File: src/rtl/ex_mem_pipe_pkg.sv
// Shared pipeline definitions: NOP/bubble encodings, default widths and the
// per-edge action decode used by the EX/MEM register.
package ex_mem_pipe_pkg;

   localparam logic        RstEnable    = 1'b1;
   localparam logic        RstDisable   = 1'b0;
   localparam logic        WriteEnable  = 1'b1;
   localparam logic        WriteDisable = 1'b0;
   localparam logic [31:0] ZeroWord     = 32'h0000_0000;
   localparam logic [4:0]  NOPRegAddr   = 5'b00000;
   localparam logic [7:0]  EXE_NOP_OP   = 8'b0000_0000;

   localparam int DEF_DATA_W     = 32;
   localparam int DEF_REG_ADDR_W = 5;
   localparam int DEF_ALUOP_W    = 8;
   localparam int DEF_CNT_W      = 2;
   localparam int DEF_PERF_W     = 16;

   typedef enum logic [2:0] {
      ACT_RESET,
      ACT_FLUSH,
      ACT_HOLD,
      ACT_BUBBLE,
      ACT_ADVANCE
   } pipe_act_e;

   // Priority chain: reset, flush, MEM stall, EX stall, advance.
   // A MEM stall without an EX stall is illegal and falls into HOLD.
   function automatic pipe_act_e decode_act(input logic rst,
                                            input logic flush,
                                            input logic stall_mem,
                                            input logic stall_ex);
      pipe_act_e act;
      if (rst == RstEnable)  act = ACT_RESET;
      else if (flush)        act = ACT_FLUSH;
      else if (stall_mem)    act = ACT_HOLD;
      else if (stall_ex)     act = ACT_BUBBLE;
      else                   act = ACT_ADVANCE;
      return act;
   endfunction

endpackage

File: src/rtl/ex_mem_pipe_sat_counter.sv
// Saturating up-counter; sticks at all-ones instead of wrapping.
module sat_counter #(
   parameter int W = 16
) (
   input  logic         clk,
   input  logic         rst,
   input  logic         inc,
   output logic [W-1:0] count
);

   logic [W-1:0] count_reg;

   always_ff @(posedge clk) begin
      if (rst) begin
         count_reg <= '0;
      end else if (inc && (count_reg != {W{1'b1}})) begin
         count_reg <= count_reg + W'(1);
      end
   end

   assign count = count_reg;

endmodule

File: src/rtl/ex_mem_pipe.sv
// EX/MEM pipeline register with flush, stall hold, bubble insertion and
// save-back of the execute stage's multi-cycle accumulate state.
module ex_mem_pipe
   import ex_mem_pipe_pkg::*;
#(
   parameter int DATA_W     = DEF_DATA_W,
   parameter int REG_ADDR_W = DEF_REG_ADDR_W,
   parameter int ALUOP_W    = DEF_ALUOP_W,
   parameter int CNT_W      = DEF_CNT_W,
   parameter int PERF_W     = DEF_PERF_W
) (
   input  logic                  clk,
   input  logic                  rst,
   input  logic                  flush,
   input  logic                  stall_ex,
   input  logic                  stall_mem,
   input  logic [REG_ADDR_W-1:0] ex_wd,
   input  logic                  ex_wreg,
   input  logic [DATA_W-1:0]     ex_wdata,
   input  logic                  ex_whilo,
   input  logic [DATA_W-1:0]     ex_hi,
   input  logic [DATA_W-1:0]     ex_lo,
   input  logic [ALUOP_W-1:0]    ex_aluop,
   input  logic [DATA_W-1:0]     ex_mem_addr,
   input  logic [DATA_W-1:0]     ex_reg2,
   input  logic [2*DATA_W-1:0]   hilo_i,
   input  logic [CNT_W-1:0]      cnt_i,
   output logic [REG_ADDR_W-1:0] mem_wd,
   output logic                  mem_wreg,
   output logic [DATA_W-1:0]     mem_wdata,
   output logic                  mem_whilo,
   output logic [DATA_W-1:0]     mem_hi,
   output logic [DATA_W-1:0]     mem_lo,
   output logic [ALUOP_W-1:0]    mem_aluop,
   output logic [DATA_W-1:0]     mem_mem_addr,
   output logic [DATA_W-1:0]     mem_reg2,
   output logic                  mem_valid,
   output logic [2*DATA_W-1:0]   hilo_o,
   output logic [CNT_W-1:0]      cnt_o,
   output logic [PERF_W-1:0]     bubble_cnt
);

   localparam logic [REG_ADDR_W-1:0] BUB_WD    = REG_ADDR_W'(NOPRegAddr);
   localparam logic [ALUOP_W-1:0]    BUB_ALUOP = ALUOP_W'(EXE_NOP_OP);
   localparam logic [DATA_W-1:0]     BUB_WORD  = DATA_W'(ZeroWord);

   pipe_act_e act;

   logic [REG_ADDR_W-1:0] wd_reg;
   logic                  wreg_reg;
   logic [DATA_W-1:0]     wdata_reg;
   logic                  whilo_reg;
   logic [DATA_W-1:0]     hi_reg;
   logic [DATA_W-1:0]     lo_reg;
   logic [ALUOP_W-1:0]    aluop_reg;
   logic [DATA_W-1:0]     mem_addr_reg;
   logic [DATA_W-1:0]     reg2_reg;
   logic                  valid_reg;
   logic [2*DATA_W-1:0]   hilo_reg;
   logic [CNT_W-1:0]      cnt_reg;

   always_comb begin
      act = decode_act(rst, flush, stall_mem, stall_ex);
   end

   always_ff @(posedge clk) begin
      case (act)
         ACT_RESET, ACT_FLUSH, ACT_BUBBLE: begin
            wd_reg       <= BUB_WD;
            wreg_reg     <= WriteDisable;
            wdata_reg    <= BUB_WORD;
            whilo_reg    <= WriteDisable;
            hi_reg       <= BUB_WORD;
            lo_reg       <= BUB_WORD;
            aluop_reg    <= BUB_ALUOP;
            mem_addr_reg <= BUB_WORD;
            reg2_reg     <= BUB_WORD;
            valid_reg    <= 1'b0;
            // Only an EX stall preserves the in-flight partial result.
            if (act == ACT_BUBBLE) begin
               hilo_reg <= hilo_i;
               cnt_reg  <= cnt_i;
            end else begin
               hilo_reg <= '0;
               cnt_reg  <= '0;
            end
         end
         ACT_ADVANCE: begin
            wd_reg       <= ex_wd;
            wreg_reg     <= ex_wreg;
            wdata_reg    <= ex_wdata;
            whilo_reg    <= ex_whilo;
            hi_reg       <= ex_hi;
            lo_reg       <= ex_lo;
            aluop_reg    <= ex_aluop;
            mem_addr_reg <= ex_mem_addr;
            reg2_reg     <= ex_reg2;
            valid_reg    <= 1'b1;
            hilo_reg     <= '0;
            cnt_reg      <= '0;
         end
         default: begin
            // ACT_HOLD: every register keeps its value.
         end
      endcase
   end

   sat_counter #(
      .W(PERF_W)
   ) u_bubble_cnt (
      .clk   (clk),
      .rst   (rst),
      .inc   (act == ACT_BUBBLE),
      .count (bubble_cnt)
   );

   assign mem_wd       = wd_reg;
   assign mem_wreg     = wreg_reg;
   assign mem_wdata    = wdata_reg;
   assign mem_whilo    = whilo_reg;
   assign mem_hi       = hi_reg;
   assign mem_lo       = lo_reg;
   assign mem_aluop    = aluop_reg;
   assign mem_mem_addr = mem_addr_reg;
   assign mem_reg2     = reg2_reg;
   assign mem_valid    = valid_reg;
   assign hilo_o       = hilo_reg;
   assign cnt_o        = cnt_reg;

`ifndef SYNTHESIS
   // A MEM stall must always be accompanied by an EX stall.
   illegal_stall_mem: assert property (@(posedge clk) disable iff (rst)
      !(stall_mem && !stall_ex));
`endif

endmodule

File: config.mk
export PLATFORM = sky130hd
export DESIGN_NAME = ex_mem_pipe
export DESIGN_NICKNAME = d
export VERILOG_FILES = /design/src/rtl/ex_mem_pipe_pkg.sv /design/src/rtl/ex_mem_pipe_sat_counter.sv /design/src/rtl/ex_mem_pipe.sv
export SDC_FILE = /design/constraint.sdc
export NUM_CORES = 1
export LEC_CHECK = 0
export BUFFER_PORTS_ARGS = -buffer_cell sky130_fd_sc_hd__buf_2
export CAP_MARGIN = 0
export CORE_AREA = 5 5 192 194
export DETAILED_ROUTE_END_ITERATION = 10
export DIE_AREA = 0 0 197 199
export GPL_TIMING_DRIVEN = 0
export HOLD_SLACK_MARGIN = 0.02
export PLACE_DENSITY = 0.57
export SYNTH_ARGS = -nofsm -noshare
export SYNTH_HDL_FRONTEND = slang
export SYNTH_HIERARCHICAL = 1
export SYNTH_SLANG_ARGS = --single-unit
File: constraint.sdc
create_clock -name clk -period 7.35 [get_ports clk]
set_clock_uncertainty 0.15 [all_clocks]
set_input_delay 1.47 -clock clk [delete_from_list [all_inputs] [get_ports clk]]
set_output_delay 1.47 -clock clk [all_outputs]
set_load 0.03 [all_outputs]
# Yosys cells after proc, flatten, opt, wreduce, memory -nomap -nowiden
# Index checks and enable logic that the tools add are counted.
[classes] mux=18 n_eq_ne=4 addsub=1 reduce_logical=4
[op_table] op="$pmux W32 S2" n=5
[op_table] op="$pmux W64 S2" n=1
[op_table] op="$mux W64" n=1
[op_table] op="$add A16 B1 Y16 const B" n=1
[op_table] op="$ne A16 B16 Y1 const B" n=1
[op_table] op="$pmux W8 S2" n=1
[op_table] op="$mux W3" n=4
[op_table] op="$pmux W5 S2" n=1
[op_table] op="$pmux W1 S2" n=3
[op_table] op="$pmux W2 S2" n=1
[op_table] op="$eq A3 B1 Y1 const B" n=1
[op_table] op="$eq A3 B2 Y1 const B" n=1
[op_table] op="$eq A3 B3 Y1 const B" n=1
[op_table] op="$logic_not A3 Y1" n=1
[op_table] op="$reduce_or A3 Y1" n=1
[op_table] op="$mux W2" n=1
[op_table] op="$reduce_bool A2 Y1" n=1
[op_table] op="$logic_and A1 B1 Y1" n=1
[word_totals] in_bits=246 output_inout_bits=258 ff_bits=258 elab_cells=40

# Logic depth before layout (Yosys ltp)
[depth] ltp_word=7 ltp_mapped=6 depth_no_buf=5

# By module
# Netlist, hierarchy kept.
[by_module_without_submodules] module="ex_mem_pipe" area_per_inst_um2=8963.6 seq_area_each_um2=7267.0 cells_per_inst=513 instances=1
[by_module_without_submodules] module="sat_counter" area_per_inst_um2=848.3 seq_area_each_um2=320.3 cells_per_inst=99 instances=1

# Worst setup path before layout
# OpenSTA, ideal clock, no wires.
[synth_timing] kind="input port to flip-flop" startpoint="in rst" endpoint="reg cnt_reg[0] (netlist: cnt_o[0]), enable pin" setup_time_ns=1.876 path_buffers=0 path_slack_ns=-0.138 t_required_ns=5.324 cell_stages=2 arrival_ns=5.462 path_cell_list="nor2_1 -> nand2_1"
[synth_via] elab_chain_cells=4
[synth_lines] element="from (decl)" line="ex_mem_pipe.sv:13" text="input logic rst,"
[synth_lines] element="$mux W3 (*)" line="ex_mem_pipe_pkg.sv:34" text="if (rst == RstEnable) act = ACT_RESET;"
[synth_lines] element="$eq A3 B1 Y1 (tied with other cells)" line="ex_mem_pipe.sv:67" text="case (act)"
[synth_lines] element="$reduce_or A3 Y1" line="ex_mem_pipe.sv:67"
[synth_lines] element="$reduce_bool A2 Y1 (no source line) (*)"
[synth_lines] element="to (signal assigned)" line="ex_mem_pipe.sv:82" text="cnt_reg <= cnt_i;"
[synth_lines] element="to (decl)" line="ex_mem_pipe.sv:60" text="logic [CNT_W-1:0] cnt_reg;"
# Every way passes the cells marked *; elsewhere a longest branch is shown, timed or not.
# A chain may end at the register's enable or synchronous reset.

# Worst setup path after layout
[layout_timing] startpoint="in stall_mem" endpoint="reg u_bubble_cnt.count_reg[13] (netlist: u_bubble_cnt/count[13])"
[layout_via] elab_chain_cells=5
[layout_lines] element="from (decl)" line="ex_mem_pipe.sv:16" text="input logic stall_mem,"
[layout_lines] element="$mux W3" line="ex_mem_pipe_pkg.sv:36" text="else if (stall_mem) act = ACT_HOLD;"
[layout_lines] element="$mux W3" line="ex_mem_pipe_pkg.sv:35" text="else if (flush) act = ACT_FLUSH;"
[layout_lines] element="$mux W3" line="ex_mem_pipe_pkg.sv:34"
[layout_lines] element="$eq A3 B2 Y1" line="ex_mem_pipe.sv:113" text=".inc (act == ACT_BUBBLE),"
[layout_lines] element="$logic_and A1 B1 Y1" line="ex_mem_pipe_sat_counter.sv:16" text="end else if (inc && (count_reg != {W{1'b1}})) begin"
[layout_lines] element="to (signal assigned)" line="ex_mem_pipe_sat_counter.sv:17" text="count_reg <= count_reg + W'(1);"
[layout_lines] element="to (decl)" line="ex_mem_pipe_sat_counter.sv:11" text="logic [W-1:0] count_reg;"
# No other way between the ends.

==> impl_results.md <==
- Slowest-stage cell, CP: clkbuf_1
- Worst path cell trace: buf_2 > nor4b_4 > clkbuf_1 > nand2_1 > clkbuf_1 > or4_1 > a21oi_1
- Num ports: 504
- Power density cells: 241.2 nW/um^2
- Commonest non-fill, non-tap cell in the layout: buf_2
- Worst rel slew slack: 55.10%
- Wire length of the first global-routing pass: between 40,000 and 50,000 um
- Crit path buffers/inverters: 3
- Finished Layout Cells: 1,625
- Worst setup SP type: primary input
- Overall Global Routing Usage: 13.94%
- Hold Buf Count CTS: 0
- Core Region: 35,050 um^2
- Initial Util: 27.99%
- Peak VDD IR: between 0.1 and 0.15 mV
- Pwr Total: 3.331 mW
- DRC marker count from the first detailed-route iteration: 287
- Via count: 6,789
- Final hold vios: 0
- CP arrival: ~3700 ps
- Max_cap viols: 0
- Num CTS Buffers: 28
- Critical path's most frequent cell: clkbuf_1
- Synthesis-stage register bit count: 258
- Critical Path Start: stall_mem
- Worst Setup End Kind: flop
- Slowest stage delay, CP: 570 ps
- DR DRC count: 0
- Largest net degree at the start of global routing: 115
- Antenna viol nets, final: 0
- CP Class: in2reg
- Hold Crit Start: u_bubble_cnt/count[0]
- Gpl congestion: approximately 0.8
- Layout area overhead: 40.72%
- GRT overflow: 0
- Top_reg_cell synth: edfxtp_1
- Full die area: 39,200 um^2
- Netlist cell types: 36
- YS warnings: 6
- CP Max Fanout: 16
- Clock slew at reported path FFs: around 60 ps
- Wire length per cell: 18.23 um
- PortBufs: about 500
- Die height: 199 um
- Most frequent cells in the layout: 508 x buf_2, 242 x edfxtp_1, 241 x and2_1, 29 x clkbuf_16, 16 x dfxtp_1
- Unrepaired setup endpoints after global routing: false
- Setup TNS Final: 0 ps
- Rows: between 60 and 70
- Routed WL: 29,630 um
- Max reg flops: between 60 and 70
- DR pass1 iterations: 4
- CTS tree: built
- Reg2reg start: u_bubble_cnt/count[1]
- Initial antenna violation count: 5
- # setup viols final: 0
- Skew-Pair Late Insertion Delay: 540 ps
- Leak pwr: 6.617 nW
- Result of the run: complete, no violations
- Clock sink total: ~260
- Synthesized Nets: 859
- CP top delay family: simple AND/OR/NAND/NOR gates
- Maximum clock insertion buffer count: 3
- Final HPWL DP: around 23,000 um
- FFs w/ async S/R, synth: 0%
- Gate Count Post-Synth: 612
- Die Width: ~200 um
- Vias in the first global route: a little under 7,000
- Final Critical Period: between 3000 and 4000 ps
- # Post-CTS Setup Buffers: 0
- Root Buffer: clkbuf_16
- Filler cells: 3,446
- EDFF count, synth: 242
- Final net count: between 1,000 and 1,500
- Placed insts: 1,578
- Cell Area, Synth: just under 10,000 um^2
- Worst EP required: around 7700 ps
- # resized after CTS: 0
- H-tree level count: 1
- Max Slew Vio Count: 0
- Register area share after synthesis: roughly 77%
- Share of layout cells above drive strength 1: 49.01%
- HP Class: reg2reg
- Slew of the pin with the lowest slew margin: 664.8 ps
- Final period util: 46.33%
- Avg Cell Area, Syn: 16.03 um^2
- FMAX: 293.7 MHz
- Vias per cell: 4.178
## metal layers
| metal | GRT usage [%] | part of all wire, % | routed length (um) | vias up |
|---|---|---|---|---|
| li1 | - | - | - | 3244 |
| met1 | 16.27 | 37 | 10890 | 3141 |
| met2 | 23.89 | 49 | 14530 | 336 |
| met3 | 4.895 | 11 | 3176 | 62 |
| met4 | 4.982 | 3.3 | 992 | 6 |
| met5 | 0 | 0.14 | 41 | - |
## worst paths after layout
| check | slack (ps) | depth (start not counted) | end |
|---|---|---|---|
| worst min register to register | 400 | 2 | u_bubble_cnt/count[0] |
| worst max register to register | 5310 | 6 | u_bubble_cnt/count[1] |
| worst max-delay path | 3950 | 7 | u_bubble_cnt/count[13] |
| worst min-delay path | 400 | 2 | u_bubble_cnt/count[0] |
## final cells by class
type	count	area, um^2	share of cell area (%)
Buffer	30	152.6	1.106
Antenna cell	1	2.502	0.01812
Clock buffer	32	737.0	5.338
Multi-Input combinational cell	321	2077	15.04
Timing Repair Buffer	505	2572	18.63
Clock inverter	14	90.09	0.6525
Inverter	3	11.26	0.08156
Tap cell	461	576.8	4.178
Sequential cell	258	7587	54.95
## cells by family (layout without fill, tap and decap cells)
| group | after synthesis | count (layout) | share of synthesized area [%] |
|---|---|---|---|
| simple gates | 293 | 293 | 19.05 |
| flops | 258 | 258 | 77.33 |
| buf+inv | 33 | 584 | 1.670 |
| compound gates | 23 | 23 | 1.428 |
| xor+xnor | 2 | 2 | 0.1786 |
| mux | 2 | 2 | 0.2168 |
| fa+ha+maj | 1 | 1 | 0.1275 |
| other cells | 0 | 1 | 0 |
## per-stage QoR
| step | area [um^2] | setup slack [ps] | util [%] | hold WS (ps) |
|---|---|---|---|---|
| after floorplan | 9814 | 2300 | - | 485.7 |
| after global placement | 12910 | 690.5 | 36.83 | 368.7 |
| after detailed placement | 12980 | 3373 | 37.02 | 384.5 |
| after CTS | 13800 | 3976 | 39.38 | 398.1 |
| after global routing | 13800 | 3802 | 39.38 | 422.2 |
| final | 13810 | 3945 | 39.39 | 402.5 |
## worst register-to-register path: cells and delay by family, from the launching register on
family | cells | cell delay, ps
AOI/OAI and AO/OA | 1 | 70
adders and majority gates | 1 | 290
buffers and inverters | 1 | 300
DFF | 1 | 420
and+or+nand+nor | 3 | 680
## synth_stat cells (3+ instances only)
cell,number,area (um^2)
a21oi_1,10,50.05
and2_1,241,1508
and4_1,3,26.28
buf_2,5,25.02
clkbuf_1,7,26.28
clkbuf_2,15,75.07
dfxtp_1,16,320.3
edfxtp_1,242,7267
inv_1,3,11.26
nand2_1,7,26.28
nand3_1,6,30.03
nand4_1,3,18.77
nor2_1,7,26.28
nor3_1,4,20.02
o21ai_0,4,20.02
o31ai_1,6,45.04
or3_1,3,18.77
or4_1,7,52.55
## where the power goes
group,leakage [nW],switching [mW],internal [mW]
Clock,0.410,0.547,0.742
Sequential,2.92,0.0177,1.67
Combinational,3.28,0.240,0.110
No activity file was read; power rests on OpenSTA's default activity.
